File: src/rtl/fetch_sequencer.sv
// fetch_sequencer: instruction fetch FSM (IDLE -> FETCH -> LOAD -> EXEC).
//   FETCH raises memRead at memAddr=pc until memReady, LOAD pulses notLoadIR
//   low for one cycle and bumps pc, EXEC holds irValid until execDone (with an
//   optional jump via jumpE/jumpAddr).
// Optional feature: define FETCH_TIMEOUT_EN to add a fetch wait watchdog that
//   sets the sticky fault flag and parks the FSM in HALT (left only by reset).
//   Without the macro, fault is tied to 0 and HALT is unreachable.
// Ports:
//   clock, reset           - rising-edge clock, async active-high reset
//   start                  - run enable (sampled at IDLE and at end of EXEC)
//   memReady               - memory data valid (only looked at in FETCH)
//   execDone, jumpE        - execute complete / take jumpAddr (only in EXEC)
//   jumpAddr[15:0]         - branch target
//   memAddr[15:0], memRead - fetch address (= pc) and read request
//   notLoadIR              - active-low IR load strobe
//   irValid                - IR holds an instruction being executed
//   pc[15:0]               - program counter
//   fault                  - sticky fetch timeout flag
module fetch_sequencer #(
  parameter logic [15:0] RESET_PC       = 16'h0000,
  parameter int          TIMEOUT_CYCLES = 15
) (
  input  logic        clock,
  input  logic        reset,
  input  logic        start,
  input  logic        memReady,
  input  logic        execDone,
  input  logic        jumpE,
  input  logic [15:0] jumpAddr,
  output logic [15:0] memAddr,
  output logic        memRead,
  output logic        notLoadIR,
  output logic        irValid,
  output logic [15:0] pc,
  output logic        fault
);

  localparam logic [2:0] IDLE  = 3'd0;
  localparam logic [2:0] FETCH = 3'd1;
  localparam logic [2:0] LOAD  = 3'd2;
  localparam logic [2:0] EXEC  = 3'd3;
  localparam logic [2:0] HALT  = 3'd4;

  logic [2:0] state, state_nxt;
  logic       tmo_hit;

`ifdef FETCH_TIMEOUT_EN
  localparam int CW = $clog2(TIMEOUT_CYCLES + 1);
  logic [CW-1:0] tmo_cnt;

  // Fires on the last of TIMEOUT_CYCLES consecutive not-ready FETCH cycles.
  assign tmo_hit = (state == FETCH) && !memReady &&
                   (tmo_cnt == CW'(TIMEOUT_CYCLES - 1));

  always_ff @(posedge clock or posedge reset) begin
    if (reset) begin
      tmo_cnt <= '0;
      fault   <= 1'b0;
    end else begin
      if (state != FETCH)
        tmo_cnt <= '0;               // so every FETCH entry starts from zero
      else if (!memReady && !tmo_hit)
        tmo_cnt <= tmo_cnt + 1'b1;
      if (tmo_hit)
        fault <= 1'b1;
    end
  end
`else
  assign tmo_hit = 1'b0;
  assign fault   = 1'b0;
`endif

  always_comb begin
    state_nxt = state;
    case (state)
      IDLE:  if (start) state_nxt = FETCH;
      FETCH: begin
        if (memReady)     state_nxt = LOAD;
        else if (tmo_hit) state_nxt = HALT;
      end
      LOAD:  state_nxt = EXEC;
      // start is only re-examined here, so dropping it mid-instruction
      // lets the instruction finish before returning to IDLE.
      EXEC:  if (execDone) state_nxt = start ? FETCH : IDLE;
      HALT:  state_nxt = HALT;
      default: state_nxt = IDLE;
    endcase
  end

  always_ff @(posedge clock or posedge reset) begin
    if (reset) begin
      state <= IDLE;
      pc    <= RESET_PC;
    end else begin
      state <= state_nxt;
      if (state == LOAD)
        pc <= pc + 16'd1;            // wraps modulo 2^16
      else if (state == EXEC && execDone && jumpE)
        pc <= jumpAddr;
    end
  end

  // Moore outputs decoded from the registered state, so an async reset
  // releases the strobes immediately.
  assign memAddr   = pc;
  assign memRead   = (state == FETCH) || (state == LOAD);
  assign notLoadIR = (state != LOAD);
  assign irValid   = (state == EXEC);

endmodule

File: config.mk
export PLATFORM = sky130hd
export DESIGN_NAME = fetch_sequencer
export DESIGN_NICKNAME = d
export VERILOG_FILES = /design/src/rtl/fetch_sequencer.sv
export SDC_FILE = /design/constraint.sdc
export NUM_CORES = 1
export LEC_CHECK = 0
export BUFFER_PORTS_ARGS = -buffer_cell sky130_fd_sc_hd__buf_2
export CAP_MARGIN = 0
export CORE_ASPECT_RATIO = 1.1
export CORE_MARGIN = 8
export CORE_UTILIZATION = 28
export DETAILED_ROUTE_END_ITERATION = 12
export PLACE_DENSITY = 0.57
export SLEW_MARGIN = 15
export SYNTH_ARGS = -nofsm -noshare
export SYNTH_HDL_FRONTEND = slang
export SYNTH_SLANG_ARGS = --single-unit
File: constraint.sdc
create_clock -name clock -period 3.3 [get_ports clock]
set_clock_uncertainty 0.05 [all_clocks]
set_input_delay 0.66 -clock clock [delete_from_list [all_inputs] [get_ports clock]]
set_output_delay 0.66 -clock clock [all_outputs]
set_load 0.02 [all_outputs]
[Word level (Yosys, flattened, before mapping)]
Index checks and enable logic that the tools add are counted.
Storage, ports and cells
  register bits after elaboration: 19
  bits of input ports: 22
  output and inout port bits: 36
  word-level logic and storage cells: 24
Operators by class
  add/subtract/negate cells: 1
  eq/ne operators: 8
  mux-type cells: 7
  reductions and logical operators: 6
Operators by type and width (count)
  16-bit 2-to-1 mux: 2
  16-bit by 1-bit adder with 16-bit output (second input constant): 1
  3-bit case mux with 5 select lines: 1
  3-bit 2-to-1 mux: 3
  3-bit by 2-bit == test with 1-bit output (second input constant): 2
  2-bit != test (second input constant): 3
  3-bit by 1-bit == test with 1-bit output (second input constant): 1
  3-bit == test (second input constant): 1
  3-bit logical NOT: 1
  3-bit by 2-bit != test with 1-bit output (second input constant): 1
  3-bit AND reduction: 1
  1-bit logical AND: 2
  2-bit nonzero test: 1
  1-bit logical OR: 1
  1-bit 2-to-1 mux: 1

[Longest topological paths before layout]
Gate-level depths: netlist (run 1).
  word-level depth: 5
  depth in mapped cells: 7
  depth with buffers taken out: 5

[Worst setup path after synthesis (run 1)]
No wires, ideal clock.
  path type: register to output
  from: register state[0]
  to: output notLoadIR
  data arrival time: 1057 ps
  required time: 2590 ps
  slack: 1533 ps
  cell stages (with the launch flop): 5
  buffers on the path: 2
  path through: dfrtp_1 buf_2 nor3b_4 inv_2 buf_2
Between the ends
  longest elaborated chain between the ends: 1
Ends and longest elaborated chain
  start, declared: line 44  | logic [2:0] state, state_nxt;
  start signal, assigned: line 95  | state <= state_nxt;
  3-bit by 2-bit != test with 1-bit output: line 107  | assign notLoadIR = (state != LOAD);
  end, declared: line 32  | output logic notLoadIR,
Every way passes these cells.

[Final worst setup path (run 1)]
  from: register state[1]
  to: output notLoadIR
The elaborated chain is that of the path after synthesis.

==> results.sh, run 1 <==
export IMPL_initial_core_util_pct=29.1
export IMPL_num_antenna_cells=0
export IMPL_area_growth_pct=19.0
export IMPL_slew_headroom_pct=49.8
export IMPL_fmax_mhz=444
export IMPL_grt_usage_pct=10.6
export IMPL_status="complete, no violations"
export IMPL_die_area_um2=6840
export IMPL_clk_path_buf_depth=2
export IMPL_ctsHoldBuffers=0
export IMPL_p_sw_share_pct=51.7
export IMPL_power_density_nw_per_um2=1030
export IMPL_setup_ws_ns=1.05
export IMPL_numPortBuffers=56
export IMPL_peakVddDrop_mv=0.356
export IMPL_clkPwrFrac_pct=11.0
export IMPL_ys_flop_type="dfrtp_1"
export IMPL_core_area_um2=4290
export IMPL_setup_viol=0
export IMPL_grt_pass1_wl_mm=5.88
export IMPL_holdWs_ns=0.467
export IMPL_clk_pin_slew_worst_paths_ns=0.08
export IMPL_crit_fanout=15
export IMPL_grt_pass1_vias=1189
export IMPL_drt_pre_antenna_iters=6
export IMPL_route_met2_wl_mm=1.61
export IMPL_rows=25
export IMPL_fin_nets=201
export IMPL_layout_commonest_cell="buf_2"
export IMPL_intPower_w=0.000736
export IMPL_syn_area_um2=1240
export IMPL_wl_per_cell_um=15.2
export IMPL_post_cts_resized=0
export IMPL_clkSinkCount=19
export IMPL_worstPathRequired_ns=2.59
export IMPL_netlist_instances=139
export IMPL_final_cell_mix="56 x buf_2, 19 x dfrtp_1, 12 x nor2_1, 11 x nand3_1, 11 x nand2_1"
export IMPL_post_route_period_util_pct=68.3
export IMPL_met1_length_mm=1.54
export IMPL_ys_types=38
export IMPL_p_sw_w=0.000787
export IMPL_crit_arrival_ns=1.54
export IMPL_num_vias=1175
export IMPL_hold_violations=0
export IMPL_grt_start_max_net_pins=20
export IMPL_yosysSeqAreaShare_pct=38.2
export IMPL_grt_setup_unrepaired="false"
export IMPL_placedCellCount=227
export IMPL_routabilityCongestion=0.787
export IMPL_die_x_um=79.6
export IMPL_overflow=0
export IMPL_fin_crit_ns=2.25
export IMPL_ys_warn_count=0
export IMPL_syn_area_per_cell_um2=8.96
export IMPL_max_cap_violations=0
export IMPL_fin_util_pct=34.6
export IMPL_p_leak_nw=0.656
export IMPL_worst_slew_pin_slew_ns=0.752
export IMPL_drt_initial_drc_count=99
export IMPL_clk_latency_ns=0.26
export IMPL_cts_inserted_buffers=3
export IMPL_io_pins=58
export IMPL_p_comb_share_pct=56.0
export IMPL_ys_seq_elements=19
export IMPL_wirelength_mm=3.50
export IMPL_hpwl_mm=2.70
export IMPL_cts_tree="done"
export IMPL_place_worst_setup_slack_ns=1.33
export IMPL_drc=0
export IMPL_die_h_um=85.9
export IMPL_cp_end_kind="primary output"
export IMPL_cts_root_buffer="clkbuf_8"
export IMPL_cts_setup_buffers=0
export IMPL_hp_class="input pin to asynchronous set/reset pin"
export IMPL_final_antenna_net_count=0
export IMPL_pwr_share_seq_pct=33.0
export IMPL_synth_edf_count=0
export IMPL_stdcell_count=231
export IMPL_layout_drive_gt1_share_pct=40.1
export IMPL_start_kind="register"
export IMPL_maxUsedRoutingLayer="met4"
export IMPL_setup_tns_ns=0
export IMPL_criticalPathCategory="register to primary output"
export IMPL_drv_slew=0
export IMPL_synth_nets=162
export IMPL_antenna_found_initial=0
export IMPL_cts_htree_levels=1
export IMPL_async_flop_share_pct=100
export IMPL_n_fill_cell=466
export IMPL_route_met3_wl_um=312
export IMPL_vias_per_cell=5.09
==> synth_stat cells, types with 3 or more instances <==
master | n | area, um^2
a21oi_1 | 8 | 40.0
a22oi_1 | 4 | 30.0
and4_1 | 4 | 35.0
buf_2 | 3 | 15.0
buf_4 | 20 | 150
dfrtp_1 | 19 | 475
nand2_1 | 11 | 41.3
nand3_1 | 11 | 55.1
nand4_1 | 5 | 31.3
nor2_1 | 12 | 45.0
o21ai_0 | 4 | 20.0
o221a_2 | 6 | 67.6
o22ai_1 | 3 | 18.8
==> critical path, stage by stage (launching register included) <==
cell,delay [ns]
dfrtp_1,0.51
nor3b_4,0.22
buf_4,0.22
inv_2,0.13
buf_2,0.18
==> worst paths after layout <==
kind,slack [ns],depth (start not counted),end,startpoint
max,1.05,4,notLoadIR,state[1]
min,0.47,2,state[0],reset
max reg2reg,1.34,6,memAddr[11],state[1]
min reg2reg,0.51,1,memAddr[13],memAddr[13]
max in group asynchronous,2.25,2,memAddr[14],reset
min in group clock,0.51,1,memAddr[13],memAddr[13]
==> final cells by class <==
cell class / instances / area [um^2] / share of cell area [%]
timing repair buffer: 57 / 288 / 19.4
multi-input combinational: 94 / 593 / 40.0
clock inverter: 1 / 5.00 / 0.338
sequential: 19 / 475 / 32.1
clock buffer: 3 / 41.3 / 2.79
tap: 54 / 67.6 / 4.56
inverter: 3 / 11.3 / 0.760
==> layer usage <==
metal  vias to the layer above  global-route usage (%)
li1                        586                       -
met1                       537                    13.7
met2                        48                    15.7
met3                         4                    3.35
met4                         0                    4.22
met5                         -                       0
==> registers in the layout, indices dropped and copies added, names as in the netlist <==
register and cells:
memAddr 16, state 3
==> kinds of logic (layout without fill, tap and decap cells) <==
logic type / after synthesis / after routing / share of synthesized area, %
adders and majority gates: 1 / 1 / 1.00
DFF: 19 / 19 / 38.2
AOI/OAI and AO/OA: 35 / 35 / 20.6
and+or+nand+nor: 56 / 56 / 25.0
buffers and inverters: 26 / 64 / 14.2
xor gates and xnor gates: 1 / 1 / 0.704
other: 1 / 1 / 0.301
==> power by group through the flow <==
stage / clock [W] / sequential, W / combinational, W
2_1_floorplan: 0 / 0.000562 / 0.000640
3_3_place_gp: 0 / 0.000509 / 0.000863
3_5_place_dp: 0 / 0.000509 / 0.000863
4_1_cts: 0.000173 / 0.000504 / 0.000866
5_1_grt: 0.000188 / 0.000535 / 0.000933
6_report: 0.000167 / 0.000503 / 0.000853
==> per-stage QoR <==
stage               cell area (um^2)  total power (W)
floorplan                       1240          0.00120
global placement                1440          0.00137
detailed placement              1440          0.00137
CTS                             1480          0.00154
global route                    1480          0.00166
finish                          1480          0.00152
No activity file was read; power rests on OpenSTA's default activity.
==> run 2: changes to the inputs <==
- ABC_AREA: not set -> 1
- PLACE_DENSITY: 0.57 -> 0.55
- clock period: 3.3 -> 2.1 ns (I/O delays scaled with it)
==> results.sh, run 2 <==
export IMPL_vias_per_cell=4.70
export IMPL_fin_crit_ns=1.93
export IMPL_p_sw_w=0.00149
export IMPL_grt_pass1_vias=1469
export IMPL_hold_violations=0
export IMPL_drv_slew=0
export IMPL_ys_seq_elements=19
export IMPL_clkSinkCount=19
export IMPL_peakVddDrop_mv=0.629
export IMPL_reg2reg_to="memAddr[13]"
export IMPL_setup_tns_ns=0
export IMPL_r2r_setup_slack_ns=0.55
export IMPL_drt_pre_antenna_iters=4
export IMPL_ctsHoldBuffers=0
export IMPL_p_sw_share_pct=55.1
export IMPL_status="complete, no violations"
export IMPL_ys_warn_count=0
export IMPL_yosys_top_cells_count="64 x nand2_1, 22 x nand3_1, 20 x nor2_1"
export IMPL_clk_pin_slew_worst_paths_ns=0.08
export IMPL_wl_per_cell_um=13.2
export IMPL_syn_area_per_cell_um2=6.96
export IMPL_die_area_um2=7790
export IMPL_netlist_instances=210
export IMPL_placed_area_um2=1690
export IMPL_cts_inserted_buffers=3
export IMPL_setup_ws_ns=0.168
export IMPL_async_flop_share_pct=100
export IMPL_worstPathRequired_ns=1.63
export IMPL_placedCellCount=308
export IMPL_grt_setup_unrepaired="false"
export IMPL_io_pins=58
export IMPL_ys_flop_type="dfrtp_1"
export IMPL_drc=0
export IMPL_die_h_um=91.8
export IMPL_routabilityCongestion=0.823
export IMPL_grt_start_max_net_pins=20
export IMPL_drt_initial_drc_count=107
export IMPL_setup_viol=0
export IMPL_cp_end_kind="primary output"
export IMPL_fin_nets=278
export IMPL_p_comb_share_pct=59.5
export IMPL_fmax_mhz=518
export IMPL_cts_setup_buffers=0
export IMPL_p_leak_nw=0.944
export IMPL_yosysTopAreaCell="dfrtp_1"
export IMPL_area_growth_pct=18.7
export IMPL_synth_top_area_share_pct=32.5
export IMPL_grt_pass1_wl_mm=6.84
export IMPL_cts_htree_levels=1
export IMPL_core_area_um2=5030
export IMPL_largest_register_ffs=16
export IMPL_antenna_found_initial=0
export IMPL_num_vias=1466
export IMPL_crit_fanout=10
export IMPL_criticalPathCategory="register to primary output"
export IMPL_wirelength_mm=4.12
export IMPL_numPortBuffers=56
export IMPL_overflow=0
export IMPL_crit_arrival_ns=1.46
export IMPL_rows=27
export IMPL_stdcell_count=312
export IMPL_r2r_start="state[2]"
export IMPL_n_fill_cell=547
export IMPL_worstSetupStartpoint="state[2]"
export IMPL_clkPwrFrac_pct=10.2
export IMPL_yosysMostFrequentCell="nand2_1"
export IMPL_initial_core_util_pct=29.0
export IMPL_design_area_um2=1740
export IMPL_power_total_w=0.00271
export IMPL_clk_latency_ns=0.27
export IMPL_clk_path_buf_depth=2
export IMPL_hpwl_mm=3.27
export IMPL_final_cell_mix="64 x nand2_1, 56 x buf_2, 22 x nand3_1, 20 x nor2_1, 19 x dfrtp_1"
export IMPL_start_kind="register"
export IMPL_max_cap_violations=0
export IMPL_synth_nets=233
export IMPL_hp_class="input pin to asynchronous set/reset pin"
export IMPL_synth_edf_count=0
export IMPL_post_cts_resized=0
export IMPL_place_worst_setup_slack_ns=0.448
export IMPL_r2r_cells=8
export IMPL_worstSetupEndpoint="memRead"
export IMPL_post_route_period_util_pct=92.0
export IMPL_final_antenna_net_count=0
export IMPL_power_density_nw_per_um2=1560
export IMPL_die_x_um=84.9
export IMPL_pwr_share_seq_pct=30.4
export IMPL_cts_root_buffer="clkbuf_8"
export IMPL_ys_top_cells_by_area="dfrtp_1 33%, nand2_1 16%, buf_4 9.2%, nand3_1 7.5%, nor2_1 5.1%"
export IMPL_yosysSeqAreaShare_pct=32.5
export IMPL_syn_area_um2=1460
export IMPL_intPower_w=0.00122
export IMPL_layout_drive_gt1_share_pct=32.3
export IMPL_grt_usage_pct=10.8
export IMPL_num_antenna_cells=0
export IMPL_cts_tree="done"
export IMPL_ys_types=30
export IMPL_layout_commonest_cell="nand2_1"
run 2: changes by cell type in the layout (fill, tap and decap cells not counted), moves of 3 or more:
cell	change
a22oi_1	-4
a21oi_1	-4
o21ai_1	+6
nor2_1	+8
nand2_2	+3
nand2_1	+53
o221a_2	-6
inv_1	+15
and4_1	-4
o22ai_1	-3
inv_2	+4
nand3_1	+11
run 2: how the worst min path moves through the flow:
stage,slack [ns],cells after the start,from,to
global route,0.15,3,reset,memAddr[0]
detailed placement,0.42,3,reset,state[2]
finish,0.11,3,reset,memAddr[0]
CTS,0.13,3,reset,memAddr[14]
floorplan,0.32,1,reset,memAddr[0]
global placement,0.41,3,reset,state[0]
run 2: per-layer routing:
layer	up-vias	track usage [%]	routed length [um]
li1	745	-	-
met1	667	13.7	1960
met2	49	17.6	1880
met3	5	2.23	216
met4	0	4.01	61
met5	-	0	0
run 2: kinds of logic after synthesis:
kind of cell             after synthesis  synth area share, %
AO/OA/AOI/OAI                         22                 9.67
XOR/XNOR                               1                0.599
adder cells (fa/ha/maj)                1                0.856
buffers and inverters                 42                 16.1
flip-flops                            19                 32.5
other                                  1                0.257
AND/OR/NAND/NOR                      124                 40.0
run 2: final cells by class:
| class | instances | area (um^2) | area share, % |
|---|---|---|---|
| multi-input combinational | 149 | 751 | 43.3 |
| sequential | 19 | 475 | 27.4 |
| timing repair buffer | 59 | 303 | 17.4 |
| inverter | 23 | 88.8 | 5.12 |
| tap | 58 | 72.6 | 4.18 |
| clock buffer | 4 | 45.0 | 2.60 |
run 2: per-stage QoR:
| stage | hold WS [ns] | utilization (%) |
|---|---|---|
| 3_3_place_gp | 0.413 | 33.6 |
| 2_1_floorplan | 0.321 | - |
| 5_1_grt | 0.153 | 34.5 |
| 3_5_place_dp | 0.417 | 33.6 |
| 6_report | 0.114 | 34.5 |
| 4_1_cts | 0.127 | 34.5 |
run 2: critical path: stages, from the launching register on:
cell	delay, ns
dfrtp_1	0.41
inv_2	0.09
nand2_2	0.12
nor2_8	0.21
inv_4	0.11
nand2_1	0.09
buf_2	0.16
run 2: power by group through the flow:
stage	logic, W	clock network (W)	registers (W)
2_1_floorplan	0.00115	0	0.000963
3_3_place_gp	0.00163	0	0.000827
3_5_place_dp	0.00164	0	0.000834
4_1_cts	0.00164	0.000284	0.000827
5_1_grt	0.00179	0.000295	0.000866
6_report	0.00161	0.000275	0.000823
